$ cat src/rtl/sys_ctrl_pkg.sv
// Shared definitions for the system controller: command opcodes, the receive
// parser state enumeration and the fixed ALU operand register addresses.
package sys_ctrl_pkg;

    localparam logic [7:0] CMD_WR      = 8'hAA;
    localparam logic [7:0] CMD_RD      = 8'hBB;
    localparam logic [7:0] CMD_ALU_OP  = 8'hCC;
    localparam logic [7:0] CMD_ALU_NOP = 8'hDD;

    localparam logic [3:0] OPA_ADDR = 4'd0;
    localparam logic [3:0] OPB_ADDR = 4'd1;

    typedef enum logic [3:0] {
        ST_IDLE     = 4'd0,
        ST_WR_ADDR  = 4'd1,
        ST_WR_DATA  = 4'd2,
        ST_RD_ADDR  = 4'd3,
        ST_RD_WAIT  = 4'd4,
        ST_OP_A     = 4'd5,
        ST_OP_B     = 4'd6,
        ST_ALU_FUN  = 4'd7,
        ST_ALU_WAIT = 4'd8,
        ST_TX_LO    = 4'd9,
        ST_TX_HI    = 4'd10
    } rx_state_e;

endpackage

$ cat src/rtl/rx_frame_parser.sv
// Receive/command half of the system controller: parses synchronized command
// frames into register-file and ALU strobes and pushes responses to the TX FIFO.
module rx_frame_parser
    import sys_ctrl_pkg::*;
#(
    parameter int DATA_WIDTH = 8,
    parameter int ADDR_WIDTH = 4,
    parameter int TIMEOUT    = 255
) (
    input  logic                    CLK,
    input  logic                    RST,
    input  logic [DATA_WIDTH-1:0]   RX_P_DATA,
    input  logic                    RX_D_VLD,
    input  logic [DATA_WIDTH-1:0]   RF_RD_DATA,
    input  logic                    RF_RD_DATA_VLD,
    input  logic [2*DATA_WIDTH-1:0] ALU_OUT,
    input  logic                    ALU_OUT_VLD,
    input  logic                    FIFO_FULL,
    output logic                    RF_WR_EN,
    output logic                    RF_RD_EN,
    output logic [ADDR_WIDTH-1:0]   RF_ADDR,
    output logic [DATA_WIDTH-1:0]   RF_WR_DATA,
    output logic                    ALU_EN,
    output logic [3:0]              ALU_FUN,
    output logic                    CLK_GATE_EN,
    output logic [DATA_WIDTH-1:0]   TX_DATA,
    output logic                    TX_WR_INC,
    output logic                    ERR
);

    localparam int RW = 2 * DATA_WIDTH;

    localparam logic [DATA_WIDTH-1:0] OPC_WR      = DATA_WIDTH'(CMD_WR);
    localparam logic [DATA_WIDTH-1:0] OPC_RD      = DATA_WIDTH'(CMD_RD);
    localparam logic [DATA_WIDTH-1:0] OPC_ALU_OP  = DATA_WIDTH'(CMD_ALU_OP);
    localparam logic [DATA_WIDTH-1:0] OPC_ALU_NOP = DATA_WIDTH'(CMD_ALU_NOP);
    localparam logic [ADDR_WIDTH-1:0] OPA_A       = ADDR_WIDTH'(OPA_ADDR);
    localparam logic [ADDR_WIDTH-1:0] OPB_A       = ADDR_WIDTH'(OPB_ADDR);
    // The abort fires on the cycle whose increment would make the count reach TIMEOUT.
    localparam logic [7:0]            TMO_LAST    = 8'(TIMEOUT - 1);

    rx_state_e             state_r, state_s;
    logic [ADDR_WIDTH-1:0] wr_addr_r, wr_addr_s;
    logic [RW-1:0]         rsp_r, rsp_s;
    logic                  rsp_alu_r, rsp_alu_s;
    logic [7:0]            tmo_cnt_r;
    logic                  tmo_run_s, tmo_hit_s;
    logic                  tx_push_s;
    logic [DATA_WIDTH-1:0] tx_byte_s;

    logic                  rf_wr_en_r, rf_wr_en_s;
    logic                  rf_rd_en_r, rf_rd_en_s;
    logic [ADDR_WIDTH-1:0] rf_addr_r, rf_addr_s;
    logic [DATA_WIDTH-1:0] rf_wr_data_r, rf_wr_data_s;
    logic                  alu_en_r, alu_en_s;
    logic [3:0]            alu_fun_r, alu_fun_s;
    logic                  clk_gate_en_r, clk_gate_en_s;
    logic [DATA_WIDTH-1:0] tx_data_r;
    logic                  tx_wr_inc_r;
    logic                  err_r, err_s;

    assign tmo_hit_s = (tmo_cnt_r == TMO_LAST);
    assign tmo_run_s = ((state_r == ST_RD_WAIT) || (state_r == ST_ALU_WAIT)) && (state_s == state_r);

    // TX byte sequencer: a push is decided from FIFO_FULL in the cycle before it appears.
    always_comb begin
        tx_push_s = 1'b0;
        tx_byte_s = tx_data_r;
        case (state_r)
            ST_RD_WAIT: begin
                if (RF_RD_DATA_VLD && !FIFO_FULL) begin
                    tx_push_s = 1'b1;
                    tx_byte_s = RF_RD_DATA;
                end else begin
                    tx_push_s = 1'b0;
                end
            end
            ST_ALU_WAIT: begin
                if (ALU_OUT_VLD && !FIFO_FULL) begin
                    tx_push_s = 1'b1;
                    tx_byte_s = ALU_OUT[DATA_WIDTH-1:0];
                end else begin
                    tx_push_s = 1'b0;
                end
            end
            ST_TX_LO: begin
                if (!FIFO_FULL) begin
                    tx_push_s = 1'b1;
                    tx_byte_s = rsp_r[DATA_WIDTH-1:0];
                end else begin
                    tx_push_s = 1'b0;
                end
            end
            ST_TX_HI: begin
                if (!FIFO_FULL) begin
                    tx_push_s = 1'b1;
                    tx_byte_s = rsp_r[RW-1:DATA_WIDTH];
                end else begin
                    tx_push_s = 1'b0;
                end
            end
            default: begin
                tx_push_s = 1'b0;
            end
        endcase
    end

    // Frame FSM next-state and next-output logic; strobes default low, data outputs hold.
    always_comb begin
        state_s      = state_r;
        wr_addr_s    = wr_addr_r;
        rsp_s        = rsp_r;
        rsp_alu_s    = rsp_alu_r;
        rf_wr_en_s   = 1'b0;
        rf_rd_en_s   = 1'b0;
        alu_en_s     = 1'b0;
        err_s        = 1'b0;
        rf_addr_s    = rf_addr_r;
        rf_wr_data_s = rf_wr_data_r;
        alu_fun_s    = alu_fun_r;
        case (state_r)
            ST_IDLE: begin
                if (RX_D_VLD) begin
                    case (RX_P_DATA)
                        OPC_WR:      state_s = ST_WR_ADDR;
                        OPC_RD:      state_s = ST_RD_ADDR;
                        OPC_ALU_OP:  state_s = ST_OP_A;
                        OPC_ALU_NOP: state_s = ST_ALU_FUN;
                        default:     state_s = ST_IDLE;
                    endcase
                end else begin
                    state_s = ST_IDLE;
                end
            end
            ST_WR_ADDR: begin
                if (RX_D_VLD) begin
                    wr_addr_s = RX_P_DATA[ADDR_WIDTH-1:0];
                    state_s   = ST_WR_DATA;
                end else begin
                    state_s = ST_WR_ADDR;
                end
            end
            ST_WR_DATA: begin
                if (RX_D_VLD) begin
                    rf_wr_en_s   = 1'b1;
                    rf_addr_s    = wr_addr_r;
                    rf_wr_data_s = RX_P_DATA;
                    state_s      = ST_IDLE;
                end else begin
                    state_s = ST_WR_DATA;
                end
            end
            ST_RD_ADDR: begin
                if (RX_D_VLD) begin
                    rf_rd_en_s = 1'b1;
                    rf_addr_s  = RX_P_DATA[ADDR_WIDTH-1:0];
                    state_s    = ST_RD_WAIT;
                end else begin
                    state_s = ST_RD_ADDR;
                end
            end
            ST_RD_WAIT: begin
                if (RF_RD_DATA_VLD) begin
                    rsp_s     = {{DATA_WIDTH{1'b0}}, RF_RD_DATA};
                    rsp_alu_s = 1'b0;
                    state_s   = tx_push_s ? ST_IDLE : ST_TX_LO;
                end else if (tmo_hit_s) begin
                    err_s   = 1'b1;
                    state_s = ST_IDLE;
                end else begin
                    state_s = ST_RD_WAIT;
                end
            end
            ST_OP_A: begin
                if (RX_D_VLD) begin
                    rf_wr_en_s   = 1'b1;
                    rf_addr_s    = OPA_A;
                    rf_wr_data_s = RX_P_DATA;
                    state_s      = ST_OP_B;
                end else begin
                    state_s = ST_OP_A;
                end
            end
            ST_OP_B: begin
                if (RX_D_VLD) begin
                    rf_wr_en_s   = 1'b1;
                    rf_addr_s    = OPB_A;
                    rf_wr_data_s = RX_P_DATA;
                    state_s      = ST_ALU_FUN;
                end else begin
                    state_s = ST_OP_B;
                end
            end
            ST_ALU_FUN: begin
                if (RX_D_VLD) begin
                    alu_en_s  = 1'b1;
                    alu_fun_s = RX_P_DATA[3:0];
                    state_s   = ST_ALU_WAIT;
                end else begin
                    state_s = ST_ALU_FUN;
                end
            end
            ST_ALU_WAIT: begin
                if (ALU_OUT_VLD) begin
                    rsp_s     = ALU_OUT;
                    rsp_alu_s = 1'b1;
                    state_s   = tx_push_s ? ST_TX_HI : ST_TX_LO;
                end else if (tmo_hit_s) begin
                    err_s   = 1'b1;
                    state_s = ST_IDLE;
                end else begin
                    state_s = ST_ALU_WAIT;
                end
            end
            ST_TX_LO: begin
                if (tx_push_s) begin
                    state_s = rsp_alu_r ? ST_TX_HI : ST_IDLE;
                end else begin
                    state_s = ST_TX_LO;
                end
            end
            ST_TX_HI: begin
                if (tx_push_s) begin
                    state_s = ST_IDLE;
                end else begin
                    state_s = ST_TX_HI;
                end
            end
            default: begin
                state_s = ST_IDLE;
            end
        endcase
        // Gate covers ALU_FUN/ALU_WAIT; ALU_EN always lands in the first ALU_WAIT cycle.
        clk_gate_en_s = (state_s == ST_ALU_FUN) || (state_s == ST_ALU_WAIT);
    end

    // Wait-state timeout counter: counts while staying in a wait state, clears otherwise.
    always_ff @(posedge CLK or negedge RST) begin
        if (!RST) begin
            tmo_cnt_r <= 8'd0;
        end else if (tmo_run_s) begin
            tmo_cnt_r <= tmo_cnt_r + 8'd1;
        end else begin
            tmo_cnt_r <= 8'd0;
        end
    end

    // State, latched frame fields and registered outputs.
    always_ff @(posedge CLK or negedge RST) begin
        if (!RST) begin
            state_r       <= ST_IDLE;
            wr_addr_r     <= {ADDR_WIDTH{1'b0}};
            rsp_r         <= {RW{1'b0}};
            rsp_alu_r     <= 1'b0;
            rf_wr_en_r    <= 1'b0;
            rf_rd_en_r    <= 1'b0;
            rf_addr_r     <= {ADDR_WIDTH{1'b0}};
            rf_wr_data_r  <= {DATA_WIDTH{1'b0}};
            alu_en_r      <= 1'b0;
            alu_fun_r     <= 4'd0;
            clk_gate_en_r <= 1'b0;
            tx_data_r     <= {DATA_WIDTH{1'b0}};
            tx_wr_inc_r   <= 1'b0;
            err_r         <= 1'b0;
        end else begin
            state_r       <= state_s;
            wr_addr_r     <= wr_addr_s;
            rsp_r         <= rsp_s;
            rsp_alu_r     <= rsp_alu_s;
            rf_wr_en_r    <= rf_wr_en_s;
            rf_rd_en_r    <= rf_rd_en_s;
            rf_addr_r     <= rf_addr_s;
            rf_wr_data_r  <= rf_wr_data_s;
            alu_en_r      <= alu_en_s;
            alu_fun_r     <= alu_fun_s;
            clk_gate_en_r <= clk_gate_en_s;
            tx_data_r     <= tx_byte_s;
            tx_wr_inc_r   <= tx_push_s;
            err_r         <= err_s;
        end
    end

    assign RF_WR_EN    = rf_wr_en_r;
    assign RF_RD_EN    = rf_rd_en_r;
    assign RF_ADDR     = rf_addr_r;
    assign RF_WR_DATA  = rf_wr_data_r;
    assign ALU_EN      = alu_en_r;
    assign ALU_FUN     = alu_fun_r;
    assign CLK_GATE_EN = clk_gate_en_r;
    assign TX_DATA     = tx_data_r;
    assign TX_WR_INC   = tx_wr_inc_r;
    assign ERR         = err_r;

endmodule

$ cat config.mk
export PLATFORM = sky130hd
export DESIGN_NAME = rx_frame_parser
export DESIGN_NICKNAME = d
export VERILOG_FILES = /design/src/rtl/sys_ctrl_pkg.sv /design/src/rtl/rx_frame_parser.sv
export SDC_FILE = /design/constraint.sdc
export NUM_CORES = 1
export LEC_CHECK = 0
export BUFFER_PORTS_ARGS = -buffer_cell sky130_fd_sc_hd__buf_2
export CAP_MARGIN = 20
export CORE_MARGIN = 4
export CORE_UTILIZATION = 49
export CTS_BUF_LIST = sky130_fd_sc_hd__clkbuf_4 sky130_fd_sc_hd__clkbuf_8 sky130_fd_sc_hd__clkbuf_16
export CTS_CLUSTER_DIAMETER = 120
export DETAILED_ROUTE_END_ITERATION = 10
export GPL_ROUTABILITY_DRIVEN = 0
export PLACE_DENSITY = 0.73
export SLEW_MARGIN = 0
export SYNTH_ARGS = -nofsm -noshare
export SYNTH_HDL_FRONTEND = slang
export SYNTH_SLANG_ARGS = --single-unit
$ cat constraint.sdc
create_clock -name CLK -period 1.6 [get_ports CLK]
set_input_delay 0.08 -clock CLK [delete_from_list [all_inputs] [get_ports CLK]]
set_output_delay 0.08 -clock CLK [all_outputs]
set_load 0.1 [all_outputs]
After elaboration in Yosys (flattened, before gate mapping)
Index checks and enable logic that the tools add are counted.
{ "totals": {"elab_cells": 109, "regBits": 63, "inputBits": 38, "out_inout_bits": 30} }
{ "op_classes": {"n_mux": 47, "reduce_logical": 18, "eq_ne": 28, "add_sub_neg": 1} }
{ "op_table": {"columns": ["cell", "count"], "rows": [
  ["4-bit two-way mux", 13],
  ["4-bit case mux with 11 select lines", 1],
  ["8-bit equality test (second input constant)", 5],
  ["8-bit two-way mux", 5],
  ["16-bit two-way mux", 2],
  ["16-bit case mux with 2 select lines", 1],
  ["8-bit case mux with 4 select lines", 1],
  ["4-bit by 3-bit equality test with 1-bit output (second input constant)", 5],
  ["4-bit equality test (second input constant)", 4],
  ["2-bit inequality test (second input constant)", 8],
  ["4-bit case mux with 4 select lines", 1],
  ["1-bit two-way mux", 13],
  ["3-bit case mux with 4 select lines", 1],
  ["5-bit AND reduction", 2],
  ["8-bit by 1-bit adder with 8-bit output (second input constant)", 1],
  ["4-bit by 2-bit equality test with 1-bit output (second input constant)", 2],
  ["2-bit two-way mux", 4],
  ["4-bit nonzero test", 2],
  ["3-bit two-way mux", 2],
  ["2-bit AND reduction", 3],
  ["4-bit by 1-bit equality test with 1-bit output (second input constant)", 1],
  ["4-bit equality test", 1],
  ["4-bit logical NOT", 1],
  ["2-bit by 1-bit inequality test with 1-bit output (second input constant)", 2],
  ["9 further kinds", 13]
]} }

Depth between registers and ports, before layout
{ "depth": {"ltp_word": 10, "mapped_depth": 8, "ltp_nobuf": 7} }

Worst setup path after synthesis
Ideal clock, no wire load.
{ "synth_timing": {"path_type": "register to register", "start": "register state_r[1]", "end": "register tx_data_r[2], in the netlist TX_DATA[2]", "path_buffers": 1, "synth_period_minus_slack_ns": 1.671, "stages_incl_launch_ff": 7, "slack_ns": -0.071, "t_required_ns": 1.472, "t_arrival_ns": 1.543, "setup_time_ns": 0.128, "path_cell_list": "dfrtp_1 buf_6 inv_1 mux2_2 nor2_2 o21bai_4 mux2_1"} }
{ "synth_via": {"elab_chain_cells": 3, "word_cells_on_any_way": 11, "classes_between": "eq/ne (8); mux (1); reduce/logical (2)"} }
{ "synth_lines": {"columns": ["item", "line", "text"], "rows": [
  ["start, declared", "rx_frame_parser.sv:42", "rx_state_e state_r, state_s;"],
  ["start signal, assigned", "rx_frame_parser.sv:266", "state_r <= state_s;"],
  ["4-bit equality test or 4-bit by 3-bit equality test with 1-bit output (tied branches)", "rx_frame_parser.sv:69", "case (state_r)"],
  ["2-bit by 1-bit inequality test with 1-bit output (no source line) (tied with other cells)", null, null],
  ["5-bit AND reduction (no source line)", null, null],
  ["end signal, assigned", "rx_frame_parser.sv:262", "tx_data_r <= {DATA_WIDTH{1'b0}};"],
  ["end signal, assigned", "rx_frame_parser.sv:277", "tx_data_r <= tx_byte_s;"],
  ["end, declared", "rx_frame_parser.sv:58", "logic [DATA_WIDTH-1:0] tx_data_r;"]
]} }
Parallel ways exist; a longest one is shown, timed or not.
A chain may end at the register's enable or synchronous reset.

Worst setup path in the final report
Ends and elaborated chain as after synthesis.

==> run_results.csv <==
group,metric,value,unit
outcome,run_status,"finished, violations left",
outcome,violations,"negative setup slack",
logic_synthesis,synth_edf_count,0,
routing,wl,8990,um
worst_setup_path,crit_type,"flip-flop to flip-flop",
global_routing,grt_pass1_wl,13400,um
global_routing,antenna_found_initial,0,
global_routing,grt_pass1_vias,2828,
power_and_ir_drop,pwr-share-seq,0.257,
logic_synthesis,syn_inst,293,
routing,wire_per_inst,17.7,um
timing,setup_ws,-0.189,ns
routing,drc_errors,0,
logic_synthesis,synthXorXnorAreaFrac,0.0215,
final_layout,area_growth,43.3,%
worst_setup_path,rr_worst_depth,7,
timing,period_share,1.12,
timing,worstMarginPinSlew,0.498,ns
logic_synthesis,synth_compound_area_frac,0.153,
worst_setup_path,crit_buf_inv,3,
worst_setup_path,critPathTopFamily,"multiplexers",
worst_setup_path,worstPathCellList,"buf_12 -> buf_6 -> inv_4 -> mux2_4 -> nor2_4 -> o21bai_4 -> mux2_4",
final_layout,nFillCells,443,
timing,finalSetupTns,-4.08,ns
power_and_ir_drop,p_per_area,2120,nW/um^2
worst_setup_path,end_kind,"flip-flop",
logic_synthesis,yosysUniqueCellTypes,60,
worst_setup_path,critPathMaxStageDelay,0.42,ns
floorplan,rows,29,
worst_setup_path,cp.required,1.84,ns
clocking,cts_tree,"built",
worst_setup_path,crit_arrival,2.03,ns
logic_synthesis,muxShareOfSynthArea,0.139,
global_routing,grt_usage,0.223,
worst_setup_path,rrSetupSlack,-0.19,ns
timing,fin_skew,0.0106,ns
run,cap_violations,0,
logic_synthesis,synth_most_common_cell,"dfrtp_1",
logic_synthesis,synthSimpleGateAreaFrac,0.163,
logic_synthesis,ys_ff_latch,63,
timing,hold_viol_final,0,
power_and_ir_drop,combPwrFrac,0.586,
power_and_ir_drop,swShare,0.485,
logic_synthesis,synthTopCellsByArea,"dfrtp_1 (48%), mux2_2 (7.3%), mux2i_1 (5.2%), nor2_1 (3.3%), a21oi_1 (3.1%)",
floorplan,die_area,8010,um^2
worst_hold_path,hold_depth,2,
routing,routed_via_density,5.62,
logic_synthesis,synth_common_cells,"dfrtp_1 (63), nor2_1 (29), mux2_2 (21), a21oi_1 (20), mux2i_1 (17)",
worst_hold_path,hold_path_class,"input pin to flip-flop",
clocking,cts_buffers,9,
worst_setup_path,start_kind,"flip-flop",
logic_synthesis,synthAdderAreaFrac,0.00769,
logic_synthesis,synth_top_cell_by_area,"dfrtp_1",
floorplan,start_util,0.510,
power_and_ir_drop,p_leak,2.22,nW
logic_synthesis,async_flop_share,1.00,
floorplan,die_w,89.5,um
logic_synthesis,synth_top_family_by_area,"simple AND/OR/NAND/NOR gates",
clocking,cts_buffer_depth,2,
power_and_ir_drop,power_switching,4.78,mW
clocking,cts_sinks,63,
logic_synthesis,synth.cell_area,3250,um^2
logic_synthesis,ys_warn_count,0,
clocking,clock-root-buffer,"clkbuf_8",
routing,ant_nets,0,
worst_setup_path,critPathMostFrequentCell,"mux2_4",
routing,vias,2851,
timing,finalMaxSlewViolations,0,
power_and_ir_drop,clkPwrFrac,0.158,
clocking,clk_latency,0.35,ns
floorplan,die_h,89.5,um
logic_synthesis,synth_top_area_share,0.484,
floorplan,ioPinCount,68,
routing,drt_iter0_drc,126,
clocking,htree_num_levels,3,
logic_synthesis,synth_ff_type,"dfrtp_1",
clocking,cts.clk_slew.worst_paths,0.07,ns
timing,rsz0062_at_grt,"true",
logic_synthesis,ys_seq_area_frac,0.484,
worst_setup_path,critPathMaxFanout,8,
timing,slew_headroom,0.671,
logic_synthesis,synth_fp_nets,333,
power_and_ir_drop,ir_drop,1830,uV
placement,io_buffers,67,
worst_setup_path,slowest_stage,"dfrtp_1",
placement,hpwl,5840,um
power_and_ir_drop,power.total,9.87,mW
power_and_ir_drop,p_int,5.08,mW
global_routing,grt_overflow,0,
floorplan,core_area,6390,um^2
timing,setup_viol,29,
global_routing,grt_max_degree,64,
final_layout,seq_area,1580,um^2
worst_setup_path,worstSetupPathDepth,7,
final_layout,n_antenna_cell,0,
timing,max_freq,559,MHz
routing,first_pass_iters,4,
final_layout,multi_input_area,1790,um^2
final_layout,drive_gt1_frac,0.474,
logic_synthesis,syn_area_per_cell,11.1,um^2
timing,period_needed,1.79,ns
final_layout,nNetsFinal,466,
layout make-up:
type / count / area share
clock buffer: 11 / 0.0311
clock inverter: 4 / 0.0150
inverter: 3 / 0.00295
sequential: 63 / 0.338
timing repair buffer: 135 / 0.209
tap: 77 / 0.0207
multi-input combinational: 214 / 0.383
power by group through the flow:
stage / logic [mW] / registers (mW) / clock network, mW
floorplan: 1.87 / 4.57 / 0
global placement: 5.13 / 2.49 / 0
detailed placement: 5.23 / 2.52 / 0
CTS: 5.54 / 2.50 / 1.57
global route: 6.06 / 2.59 / 1.64
finish: 5.78 / 2.53 / 1.56
worst register-to-register path, delay by kind of cell, from the launching register on:
| kind | cells | cell delay [ns] |
|---|---|---|
| multiplexers | 2 | 0.63 |
| flip-flops | 1 | 0.42 |
| buffers and inverters | 3 | 0.32 |
| AND/OR/NAND/NOR | 1 | 0.16 |
| AO/OA/AOI/OAI | 1 | 0.15 |
logic make-up after synthesis:
logic type	count (synthesis)
compound gates	67
xor+xnor	8
fa+ha+maj	2
buf+inv	17
flops	63
mux	42
simple gates	94
what timing repair did:
| item | CTS | global route |
|---|---|---|
| buffers inserted | 7 | 5 |
| gates resized for setup | 23 | 23 |
| hold buffers | 11 | 0 |
| pin swaps | 6 | 19 |
| endpoints found under the hold margin | 73 | 0 |
| gates cloned | 0 | 1 |
| endpoints found under the setup margin | 46 | 55 |
flip-flops by register name, summed over array words and instances (netlist names):
register     cells
rsp_alu_r        1
RF_WR_EN         1
tmo_cnt_r        8
ERR              1
RF_WR_DATA       8
wr_addr_r        4
RF_RD_EN         1
TX_DATA          8
rsp_r           16
RF_ADDR          4
CLK_GATE_EN      1
state_r          4
ALU_EN           1
TX_WR_INC        1
ALU_FUN          4
per-layer routing:
metal / wire length [um] / track usage / part of all wire
met5: 0 / 0 / 0
met4: 153 / 0.0880 / 0.017
met3: 482 / 0.0442 / 0.054
met2: 4640 / 0.391 / 0.52
met1: 3710 / 0.269 / 0.41
metrics by stage:
| step | instances | utilization | setup WS [ns] | hold slack (ns) | instance area, um^2 |
|---|---|---|---|---|---|
| 5_1_grt | 507 | 0.730 | -0.282 | 0.0112 | 4660 |
| 3_3_place_gp | 472 | 0.637 | -0.128 | 0.118 | 4070 |
| 3_5_place_dp | 472 | 0.637 | -0.211 | 0.120 | 4070 |
| 6_report | 507 | 0.730 | -0.189 | 0.0156 | 4660 |
| 4_1_cts | 503 | 0.711 | -0.158 | 0.0130 | 4540 |
| 2_1_floorplan | 293 | - | -0.0511 | -0.216 | 3280 |
worst paths after layout:
path	startpoint	end
min in group asynchronous	RST	RF_WR_DATA[6]
worst min-delay path	RX_P_DATA[4]	RF_WR_DATA[4]
worst max register to register	state_r[1]	TX_DATA[2]
worst min register to register	ALU_FUN[2]	ALU_FUN[2]
max in group asynchronous	RST	rsp_r[1]
worst max-delay path	state_r[1]	TX_DATA[2]
placed cells by master (no fill, tap or decap), drive strengths merged, types with 2 or more instances in the layout:
cell	Yosys	routed
nand4	4	4
mux2	25	25
nand4bb	3	3
nand3b	3	3
a21oi	21	21
nand3	3	3
inv	3	3
o21bai	4	5
nor3	13	13
mux2i	17	17
o21ai	12	12
clkbuf	5	11
bufinv	0	2
and3	3	3
dlygate4sd3	0	11
a32o	2	2
a22o	10	10
xor2	7	7
a22oi	3	3
nor2	31	31
clkinv	0	2
buf	9	124
ha	2	2
nor2b	5	5
nand2b	5	5
nand2	16	16
dfrtp	63	63
a21o	2	2
(Power assumes the default switching activity.)
